--- src/rtl/pipeline_hazard_ctrl.sv ---
// Pipeline latch/PC control: load-use bubbles, branch squash and debug run/step/halt sequencing.
// Define PIPE_CYCLE_COUNT_EN to add o_cycle_count, a saturating count of active cycles.
module pipeline_hazard_ctrl #(
  parameter int DRAIN_CYCLES = 3,
  parameter int BITS_REGS    = 5,
  parameter int CNT_BITS     = 16
) (
  input  logic                 i_clk,
  input  logic                 i_reset_n,
  input  logic                 i_run,
  input  logic                 i_step_req,
  input  logic                 i_restart,
  input  logic                 i_ex_mem_read,
  input  logic [BITS_REGS-1:0] i_ex_rt,
  input  logic [BITS_REGS-1:0] i_id_rs,
  input  logic [BITS_REGS-1:0] i_id_rt,
  input  logic                 i_id_uses_rt,
  input  logic                 i_id_halt,
  input  logic                 i_branch_taken,
  output logic                 o_pc_write,
  output logic                 o_ifid_step,
  output logic                 o_ifid_flush,
  output logic                 o_idex_step,
  output logic                 o_idex_flush,
  output logic [CNT_BITS-1:0]  o_stall_count,
  output logic                 o_halted,
  output logic [2:0]           o_state
`ifdef PIPE_CYCLE_COUNT_EN
  ,
  output logic [31:0]          o_cycle_count
`endif
);

  localparam int DW = (DRAIN_CYCLES > 1) ? $clog2(DRAIN_CYCLES) : 1;
  localparam logic [DW-1:0] DRAIN_LOAD = DW'(DRAIN_CYCLES - 1);

  typedef enum logic [2:0] {
    S_IDLE   = 3'd0,
    S_RUN    = 3'd1,
    S_STEP   = 3'd2,
    S_DRAIN  = 3'd3,
    S_HALTED = 3'd4
  } state_t;

  state_t              r_state;
  logic [DW-1:0]       r_drain;
  logic [CNT_BITS-1:0] r_stall;
  logic                r_halted;

  logic w_issue;
  logic w_active;
  logic w_hz;
  logic w_stall;
  logic w_halt;

  // RUN/STEP are the states that accept new instructions; DRAIN only pushes bubbles.
  assign w_issue  = (r_state == S_RUN) || (r_state == S_STEP);
  assign w_active = w_issue || (r_state == S_DRAIN);

  assign w_hz = i_ex_mem_read && (i_ex_rt != '0) &&
                ((i_ex_rt == i_id_rs) || (i_id_uses_rt && (i_ex_rt == i_id_rt)));

  assign w_stall = w_issue && !i_branch_taken && w_hz;
  assign w_halt  = w_issue && i_id_halt && !i_branch_taken && !w_hz;

  always_comb begin
    o_pc_write   = 1'b0;
    o_ifid_step  = 1'b0;
    o_ifid_flush = 1'b0;
    o_idex_step  = 1'b0;
    o_idex_flush = 1'b0;
    if (r_state == S_DRAIN) begin
      o_idex_step  = 1'b1;
      o_idex_flush = 1'b1;
    end else if (w_issue) begin
      if (i_branch_taken) begin
        o_pc_write   = 1'b1;
        o_ifid_step  = 1'b1;
        o_ifid_flush = 1'b1;
        o_idex_step  = 1'b1;
        o_idex_flush = 1'b1;
      end else if (w_hz) begin
        o_idex_step  = 1'b1;
        o_idex_flush = 1'b1;
      end else begin
        o_pc_write  = 1'b1;
        o_ifid_step = 1'b1;
        o_idex_step = 1'b1;
      end
    end
  end

  always_ff @(posedge i_clk or negedge i_reset_n) begin
    if (!i_reset_n) begin
      r_state  <= S_IDLE;
      r_drain  <= '0;
      r_halted <= 1'b0;
    end else begin
      case (r_state)
        S_IDLE: begin
          if (i_run)           r_state <= S_RUN;
          else if (i_step_req) r_state <= S_STEP;
        end
        S_RUN, S_STEP: begin
          if (w_halt) begin
            r_state <= S_DRAIN;
            r_drain <= DRAIN_LOAD;
          end else if (r_state == S_STEP) begin
            r_state <= S_IDLE;
          end
        end
        S_DRAIN: begin
          if (r_drain == '0) begin
            r_state  <= S_HALTED;
            r_halted <= 1'b1;
          end else begin
            r_drain <= r_drain - DW'(1);
          end
        end
        S_HALTED: begin
          if (i_restart) begin
            r_state  <= S_IDLE;
            r_halted <= 1'b0;
          end
        end
        default: begin
          r_state  <= S_IDLE;
          r_halted <= 1'b0;
        end
      endcase
    end
  end

  always_ff @(posedge i_clk or negedge i_reset_n) begin
    if (!i_reset_n) begin
      r_stall <= '0;
    end else if (w_stall && (r_stall != {CNT_BITS{1'b1}})) begin
      r_stall <= r_stall + CNT_BITS'(1);
    end
  end

  assign o_stall_count = r_stall;
  assign o_halted      = r_halted;
  assign o_state       = r_state;

`ifdef PIPE_CYCLE_COUNT_EN
  logic [31:0] r_cycles;

  always_ff @(posedge i_clk or negedge i_reset_n) begin
    if (!i_reset_n) begin
      r_cycles <= '0;
    end else if (w_active && (r_cycles != 32'hFFFF_FFFF)) begin
      r_cycles <= r_cycles + 32'd1;
    end
  end

  assign o_cycle_count = r_cycles;
`endif

endmodule

--- config.mk ---
export PLATFORM = sky130hd
export DESIGN_NAME = pipeline_hazard_ctrl
export DESIGN_NICKNAME = d
export VERILOG_FILES = /design/src/rtl/pipeline_hazard_ctrl.sv
export SDC_FILE = /design/constraint.sdc
export NUM_CORES = 1
export LEC_CHECK = 0
export CORE_ASPECT_RATIO = 1.2
export CORE_MARGIN = 10
export CORE_UTILIZATION = 40
export DETAILED_ROUTE_END_ITERATION = 8
export PLACE_DENSITY = 0.71
export SYNTH_ARGS = -nofsm -noshare
export SYNTH_HDL_FRONTEND = slang
export SYNTH_SLANG_ARGS = --single-unit
--- constraint.sdc ---
create_clock -name i_clk -period 3.7 [get_ports i_clk]
set_input_delay 1.11 -clock i_clk [delete_from_list [all_inputs] [get_ports i_clk]]
set_output_delay 1.11 -clock i_clk [all_outputs]
set_load 0.01 [all_outputs]
==> impl_metrics.toml <==
[layout]
fill_cells = 299
layout_common_cells = "clkdlybuf4s50_1, dfrtp_1, nand2_1"
final_area_sq_um = 1981
final_common_cell = "clkdlybuf4s50_1"
drive_above_1_share_pct = 15.08
syn_to_final_growth_pct = 46.57
antenna_cells = 0
fin_util_pct = 59.85
nNetsFinal = 226

[synthesis]
synthMuxAreaShare_pct = 1.944
synthesis.nets = 169
ys_async_sr_fraction_pct = 100.0
ys_top_cells_by_area = "dfrtp_1, xnor2_1, xor2_1"
yosysTopAreaCellShare_pct = 40.74
synth_top_family_by_area = "simple AND/OR/NAND/NOR gates"
synth_flop_cell = "dfrtp_1"
synth_cell_type_count = 37
synth_simple_gate_area_share_pct = 28.06
synthXorXnorAreaFrac_pct = 16.20
synth-edff-count = 0
syn_inst = 143
yosysSeqAreaShare_pct = 40.74
syn_avg_cell_area_sq_um = 9.450
synth-seq-cells = 22
synth_compound_area_share_pct = 8.981
synth_top_cell_by_area = "dfrtp_1"
yosys_warnings = 0
synth_area_sq_um = 1351
synth_fa_ha_area_share_pct = 1.852

[route]
via_per_inst = 5.335
dr.first_iter.drc_count = 108
routedWlPerCell_um = 15.10
ant_nets = 0
dr.pass1.iters = 5
drcViolationCount = 0
drt-total-wl_um = 3564
vias = 1259

[min_path]
hold_depth = 1
holdPathEnd = "o_stall_count[15]"
min_path_type = "flip-flop to flip-flop"
holdCritStartpoint = "o_stall_count[15]"

[power]
leakage_nw = 0.8528
p_total_w = 0.0009280
p_per_area_nw_per_um2 = 468.5
peakVddDrop_v = 0.0002874

[place]
dpl_cell_area_sq_um = 1904
io_buffers = 48
hpwl_um = 2886
finalWeightedCongestion = 0.8305

[clocking]
numCtsBuffers = 3
clk_latency_ps = 270
cts.htree.levels = 1
cts.path.max_buffers = 2
clock-root-buffer = "clkbuf_8"
numClockSinks = 22
cts_tree = "built"
clk_pin_slew_ps = 80

[grt]
grt_usage_pct = 11.80
grt_pass1_wl_um = 6141
grt_util_met3_pct = 3.214
antenna_found_initial = 0
grt_util_met1_pct = 13.26
grt_pass1_vias = 1298
overflow = 0
grt_busiest_layer = "met2"
groute.layer.met2.usage_pct = 20.28
grt_max_degree = 23

[floorplanning]
die_h_um = 83.67
die_area_sq_um = 6113
design.core.area_sq_um = 3309
rows = 23
initial_core_util_pct = 40.83
die_w_um = 73.06
io_pins = 49

[setup_path]
worst_path_largest_cell_delay_ps = 270
crit_buf_inv = 3
r2r_start = "o_state[0]"
crit_arrival_ps = 2520
critPathKind = "primary input to output pin"
path_max_fanout = 3
path_cells = "dlygate4sd2_1 > xnor2_1 > nand3_1 > o22a_2 > or2_4 > buf_6 > nor2_4 > nor2_2 > buf_2"
required_ps = 2590
r2r_slack_ps = 1810
crit_path_start_kind = "primary input"
reg2reg_depth = 5
r2r-end = "o_stall_count[1]"
endpoint_kind = "output pin"
cp_slowest_cell = "dlygate4sd2_1"
path_delay_family = "buffers and inverters"

[timing]
hold_viol_final = 0
setup_tns_ps = 0
fmax_mhz = 275.6
slew_headroom_pct = 35.43
period_share_pct = 98.08
worst_pin_slew_ps = 965.6
post-route-min-period_ps = 3629
setup_violations = 0
slew_violations = 0
fin_skew_ps = 6.135

[run]
cap_violations = 0

[run_status]
status = "finished, final reports clean"
[timing repair]
item	CTS	global route
gates resized for setup	35	6
endpoints found under the setup margin	3	2
pin swaps	15	7
hold buffers	0	0
buffers inserted	1	0
[cells in the mapped netlist (all sizes together), types with 2 or more instances]
master  number
a21oi        3
a31oi        3
and4         3
dfrtp       22
ha           2
inv          5
mux2         2
nand2       16
nand2b       3
nand3        7
nand3b       3
nand4        5
nor2        14
nor3         7
nor4         4
o21ai        7
xnor2       14
xor2        11
[power by group]
part / internal [W] / switching [W]
registers: 0.000275 / 0.0000479
logic: 0.000187 / 0.000194
clock network: 0.000145 / 0.0000801
total: 0.000606 / 0.000322
[state kept, by name, indices dropped and copies added, names as in the netlist]
signal and count:
o_stall_count 16, o_state 3, r_drain 2, o_halted 1
[per-stage QoR]
stage	setup slack, ps	instances	hold slack (ps)
CTS	12.05	236	495.4
global route	-14.67	236	516.8
detailed placement	-745.9	231	484.6
finish	71.00	236	484.8
floorplan	217.3	143	515.9
global placement	-633.4	231	471.9
[metal layers]
layer	vias up	wire, um
li1	621	-
met1	598	1401
met2	36	1870
met3	4	247
met4	0	45
met5	-	0
[worst max-delay path by stage]
stage          slack (ps)      endpoint  cells past startpoint        from
2_1_floorplan         220    o_pc_write                      6  i_ex_rt[1]
3_3_place_gp         -630  o_idex_flush                      7  i_ex_rt[2]
3_5_place_dp         -750  o_idex_flush                      7  i_ex_rt[0]
4_1_cts                10    o_pc_write                      8  i_ex_rt[1]
5_1_grt               -10   o_ifid_step                      9  i_ex_rt[4]
6_report               70    o_pc_write                      9  i_ex_rt[4]
[cell families after synthesis]
kind of cell	count (synthesis)
AOI/OAI and AO/OA	19
muxes	2
DFF	22
adders and majority gates	2
and+or+nand+nor	66
buffers and inverters	7
xor gates and xnor gates	25
[cell type report]
class                   instances  area, sq um  share of cell area, %
inverters                       5        18.77                 0.9476
multi-input cells             114        789.5                  39.86
flip-flops and latches         22        550.5                  27.80
clock inverters                 1        30.03                  1.516
clock buffers                   3        41.29                  2.085
repair buffers                 54        504.2                  25.46
well taps                      37        46.29                  2.337
(Power assumes the default switching activity.)
==> edit 1, RTL diff (config.mk and constraints unchanged) <==
Build with the macro `PIPE_CYCLE_COUNT_EN` defined.
--- a/src/rtl/pipeline_hazard_ctrl.sv
+++ b/src/rtl/pipeline_hazard_ctrl.sv
@@ -1,5 +1,7 @@
 // Pipeline latch/PC control: load-use bubbles, branch squash and debug run/step/halt sequencing.
 // Define PIPE_CYCLE_COUNT_EN to add o_cycle_count, a saturating count of active cycles.
+`define PIPE_CYCLE_COUNT_EN
+
 module pipeline_hazard_ctrl #(
   parameter int DRAIN_CYCLES = 3,
   parameter int BITS_REGS    = 5,
Behaviour (old outputs only; new: o_cycle_count): unchanged (Yosys induction, for registers that start in step).
==> edit 1 against the original RTL <==
- combinational power grew 56%
- sequential cell count grew 32
- synthesized area grew 100%
- cell area grew 94%
- largest cell class unchanged
- via count grew 83%
- wire length grew 95%
- global-route usage grew 1.5 points
- count of clock-buffer cells in the layout grew 4
- core utilization shrank 3.2 points
- worst setup slack lost 4.8 ps
- critical path depth shrank 2
- total power grew 83%
==> edit 1: results (changes against the original RTL) <==
final_layout:
  drive_gt1_frac: 0.114  # was 0.151
  nets: 386  # was 226
  final_cells: 447  # was 236
logic_synthesis:
  synth_common_cells: "dfrtp_1, xnor2_1, nor2_1"  # was dfrtp_1, nand2_1, nor2_1, xnor2_1, xor2_1
  syn-num-nets: 293  # was 169
  synthCells: 266  # was 143
  synth.distinct_cells: 44  # was 37
global_route:
  grt.total_usage: 0.133  # was 0.118
  grt_pass1_vias: 2401  # was 1298
  grt_pass1_wl_um: 11600  # was 6140 um
  grt_max_degree: 35  # was 23
sta:
  finalCritPeriodShare: 0.982  # was 0.981
  holdWs_ps: 479  # was 485 ps
cts:
  cts_resized: 30  # was 35
  numCtsBuffers: 5  # was 3
place:
  dp_slack_ps: -518  # was -746 ps
  postPlaceCellArea_sq_um: 3720  # was 1900 sq um
  place_inst: 437  # was 231
  hpwlAfterDp_um: 5520  # was 2890 um
worst_setup_path:
  reg2reg_slack_ps: 1490  # was 1810 ps
power_and_ir_drop:
  leakage_nw: 1.63  # was 0.853 nW
drt:
  wire_per_inst_um: 15.6  # was 15.1 um
  via_per_inst: 5.14  # was 5.33
  drtPass1Iterations: 4  # was 5
  initialDrtViolationCount: 73  # was 108
status:
  status: "completed"  # unchanged
edit 1: cell types whose count changed after synthesis, moves of 8 or more:
| cell | unedited run | this run |
|---|---|---|
| xnor2_1 | 14 | 34 |
| dfrtp_1 | 22 | 54 |
| nor2_1 | 14 | 22 |
| nand4_1 | 5 | 16 |
| nand3_1 | 7 | 19 |
| and3_1 | 1 | 9 |
edit 1: critical path, cell delays in order:
cell and delay (ps):
clkdlybuf4s15_1 190, xor2_1 160, nor4_2 290, a32oi_2 170, or2_1 250, o21a_1 210
buf_2 150
edit 1: path summary, 6_finish.rpt:
check,startpoint,to,depth (start not counted)
max,i_ex_rt[3],o_ifid_step,7
min,r_drain[0],r_drain[0],1
max reg2reg,o_cycle_count[21],o_cycle_count[29],6
min reg2reg,r_drain[0],r_drain[0],1
max in group asynchronous,i_reset_n,o_stall_count[10],2
min in group asynchronous,i_reset_n,o_cycle_count[25],1
edit 1: final cells by class:
class	instances	area [sq um]
clock buffer	7	86.3
sequential	54	1350
inverter	5	18.8
clock inverter	1	5.00
multi-input combinational	200	1390
fill	624	2940
tap	87	109
timing repair buffer	93	881
edit 1: logic make-up after synthesis:
logic type      share of synthesized area
buf+inv                            0.0195
simple gates                        0.232
flops                               0.489
fa+ha+maj                          0.0136
compound gates                     0.0616
xor+xnor                            0.165
mux                                0.0199
edit 1: layer usage:
metal	part of all wire	GRT usage
met1	0.41	0.158
met2	0.51	0.224
met3	0.062	0.0318
met4	0.015	0.0473
met5	0	0
edit 1: power breakdown:
group | switching, W | internal [W] | leakage [nW]
combinational | 0.000274 | 0.000317 | 0.859
sequential | 0.000107 | 0.000666 | 0.726
clock | 0.000181 | 0.000151 | 0.0482
total | 0.000562 | 0.00113 | 1.63
==> edit 2, RTL diff (config.mk and constraints unchanged) <==
Without the edit above. Register the output `o_stall_count` once more; this adds one clock of latency there. The other outputs are not delayed to match.
--- a/src/rtl/pipeline_hazard_ctrl.sv
+++ b/src/rtl/pipeline_hazard_ctrl.sv
@@ -139,7 +139,9 @@
     end
   end
 
-  assign o_stall_count = r_stall;
+  always_ff @(posedge i_clk) begin
+    o_stall_count <= r_stall;
+  end
   assign o_halted      = r_halted;
   assign o_state       = r_state;
 
Formal check against the unedited RTL: not equivalent (Yosys sat finds a counterexample within 4 cycles, from zero or initial values and one cycle with i_reset_n low).
==> edit 2 against the original RTL <==
- synthesized cell count up 16%
- cell area grew 18%
- non-clock buffer count shrank 1
- sequential cell count up 16
- total power grew 24%
- synthesized area rose by 27%
- wire length rose by 11%
- worst setup slack better by 17 ps
==> edit 2: results (changes against the original RTL) <==
final_layout:
  nets: 247  # was 226
  drive_gt1_frac: 0.113  # was 0.151
global_route:
  grt_pass1_wl_um: 6580  # was 6140 um
  grtUsageMet2: 0.197  # was 0.203
  grt_pass1_vias: 1378  # was 1298
  grt_use_met3: 0.0322  # was 0.0321
power_and_ir_drop:
  seq_cell_power_w: 0.000508  # was 0.000323 W
worst_hold_path:
  hp-start: "r_stall[15]"  # was o_stall_count[15]
  holdPathStages: 0  # was 1
  whs_endpoint: "o_stall_count[15]"  # unchanged
sta:
  clock_skew_ps: 4.35  # was 6.13 ps
  max_slew.worst_pin.slew_ps: 970  # was 966 ps
  max_clock_freq_ghz: 0.277  # was 0.276 GHz
drt:
  wl_met3_um: 249  # was 247 um
  drt-met1-wl_um: 1590  # was 1400 um
  wire_per_inst_um: 14.2  # was 15.1 um
  drtPass1Iterations: 4  # was 5
  wl_met2_um: 2020  # was 1870 um
logic_synthesis:
  synth_seq_area_share: 0.508  # was 0.407
  async_reset_ff_frac: 0.579  # was 1.00
  synth_common_cells: "xnor2_1, dfrtp_1, dfxtp_1"  # was dfrtp_1, nand2_1, nor2_1, xnor2_1, xor2_1
  synthTopCellsByArea: "dfrtp_1, dfxtp_1, xnor2_1, nand4_1, nor2_1"  # was dfrtp_1, xnor2_1, xor2_1, nand2_1, nor2_1
worst_setup_path:
  cp_slowest_cell: "or4_4"  # was dlygate4sd2_1
  crit_family: "simple AND/OR/NAND/NOR gates"  # was buffers and inverters
  reg2reg_slack_ps: 1840  # was 1810 ps
  reg2regPathDepth: 6  # was 5
status:
  status: "completed"  # unchanged
cts:
  post_cts_buffers: 0  # was 1
place:
  hpwlAfterDp_um: 3070  # was 2890 um
edit 2: cell count changes after synthesis, moves of 5 or more:
| cell | delta |
|---|---|
| nand4_1 | +6 |
| xnor2_1 | +12 |
| nand2_1 | -5 |
| dfxtp_1 | +16 |
| xor2_1 | -10 |
edit 2: through the flow:
stage | setup slack, ps | total power, W | std cells | TNS, ps | instance area, sq um
finish | 87.6 | 0.00115 | 278 | 0 | 2340
global route | 11.4 | 0.00123 | 278 | 0 | 2340
CTS | 48.5 | 0.00117 | 278 | 0 | 2340
detailed placement | -548 | 0.000924 | 270 | -1520 | 2280
global placement | -521 | 0.000918 | 270 | -1470 | 2280
floorplan | 272 | 0.000738 | 166 | 0 | 1710
edit 2: layout make-up:
cell class / instances / area [sq um] / share of cell area
Inverter: 7 / 26.3 / 0.0112
Clock buffer: 6 / 72.6 / 0.0310
Timing Repair Buffer: 53 / 500 / 0.214
Multi-Input combinational cell: 116 / 793 / 0.338
Sequential cell: 38 / 871 / 0.372
Clock inverter: 2 / 10.0 / 0.00427
Tap cell: 56 / 70.1 / 0.0299
edit 2: worst max-delay path by stage:
stage / from / endpoint / slack, ps / depth (start not counted)
2_1_floorplan: i_ex_rt[4] / o_pc_write / 270 / 7
3_3_place_gp: i_ex_rt[2] / o_pc_write / -520 / 7
3_5_place_dp: i_ex_rt[2] / o_ifid_step / -550 / 7
4_1_cts: i_ex_rt[3] / o_ifid_step / 50 / 7
5_1_grt: i_ex_rt[2] / o_ifid_step / 10 / 7
6_report: i_ex_rt[2] / o_ifid_step / 90 / 7
edit 2: logic make-up after synthesis:
logic type               synth area share
AO/OA/AOI/OAI                      0.0847
XOR/XNOR                            0.138
adder cells (fa/ha/maj)            0.0146
buffers and inverters              0.0307
flip-flops                          0.508
multiplexers                      0.00876
AND/OR/NAND/NOR                     0.215
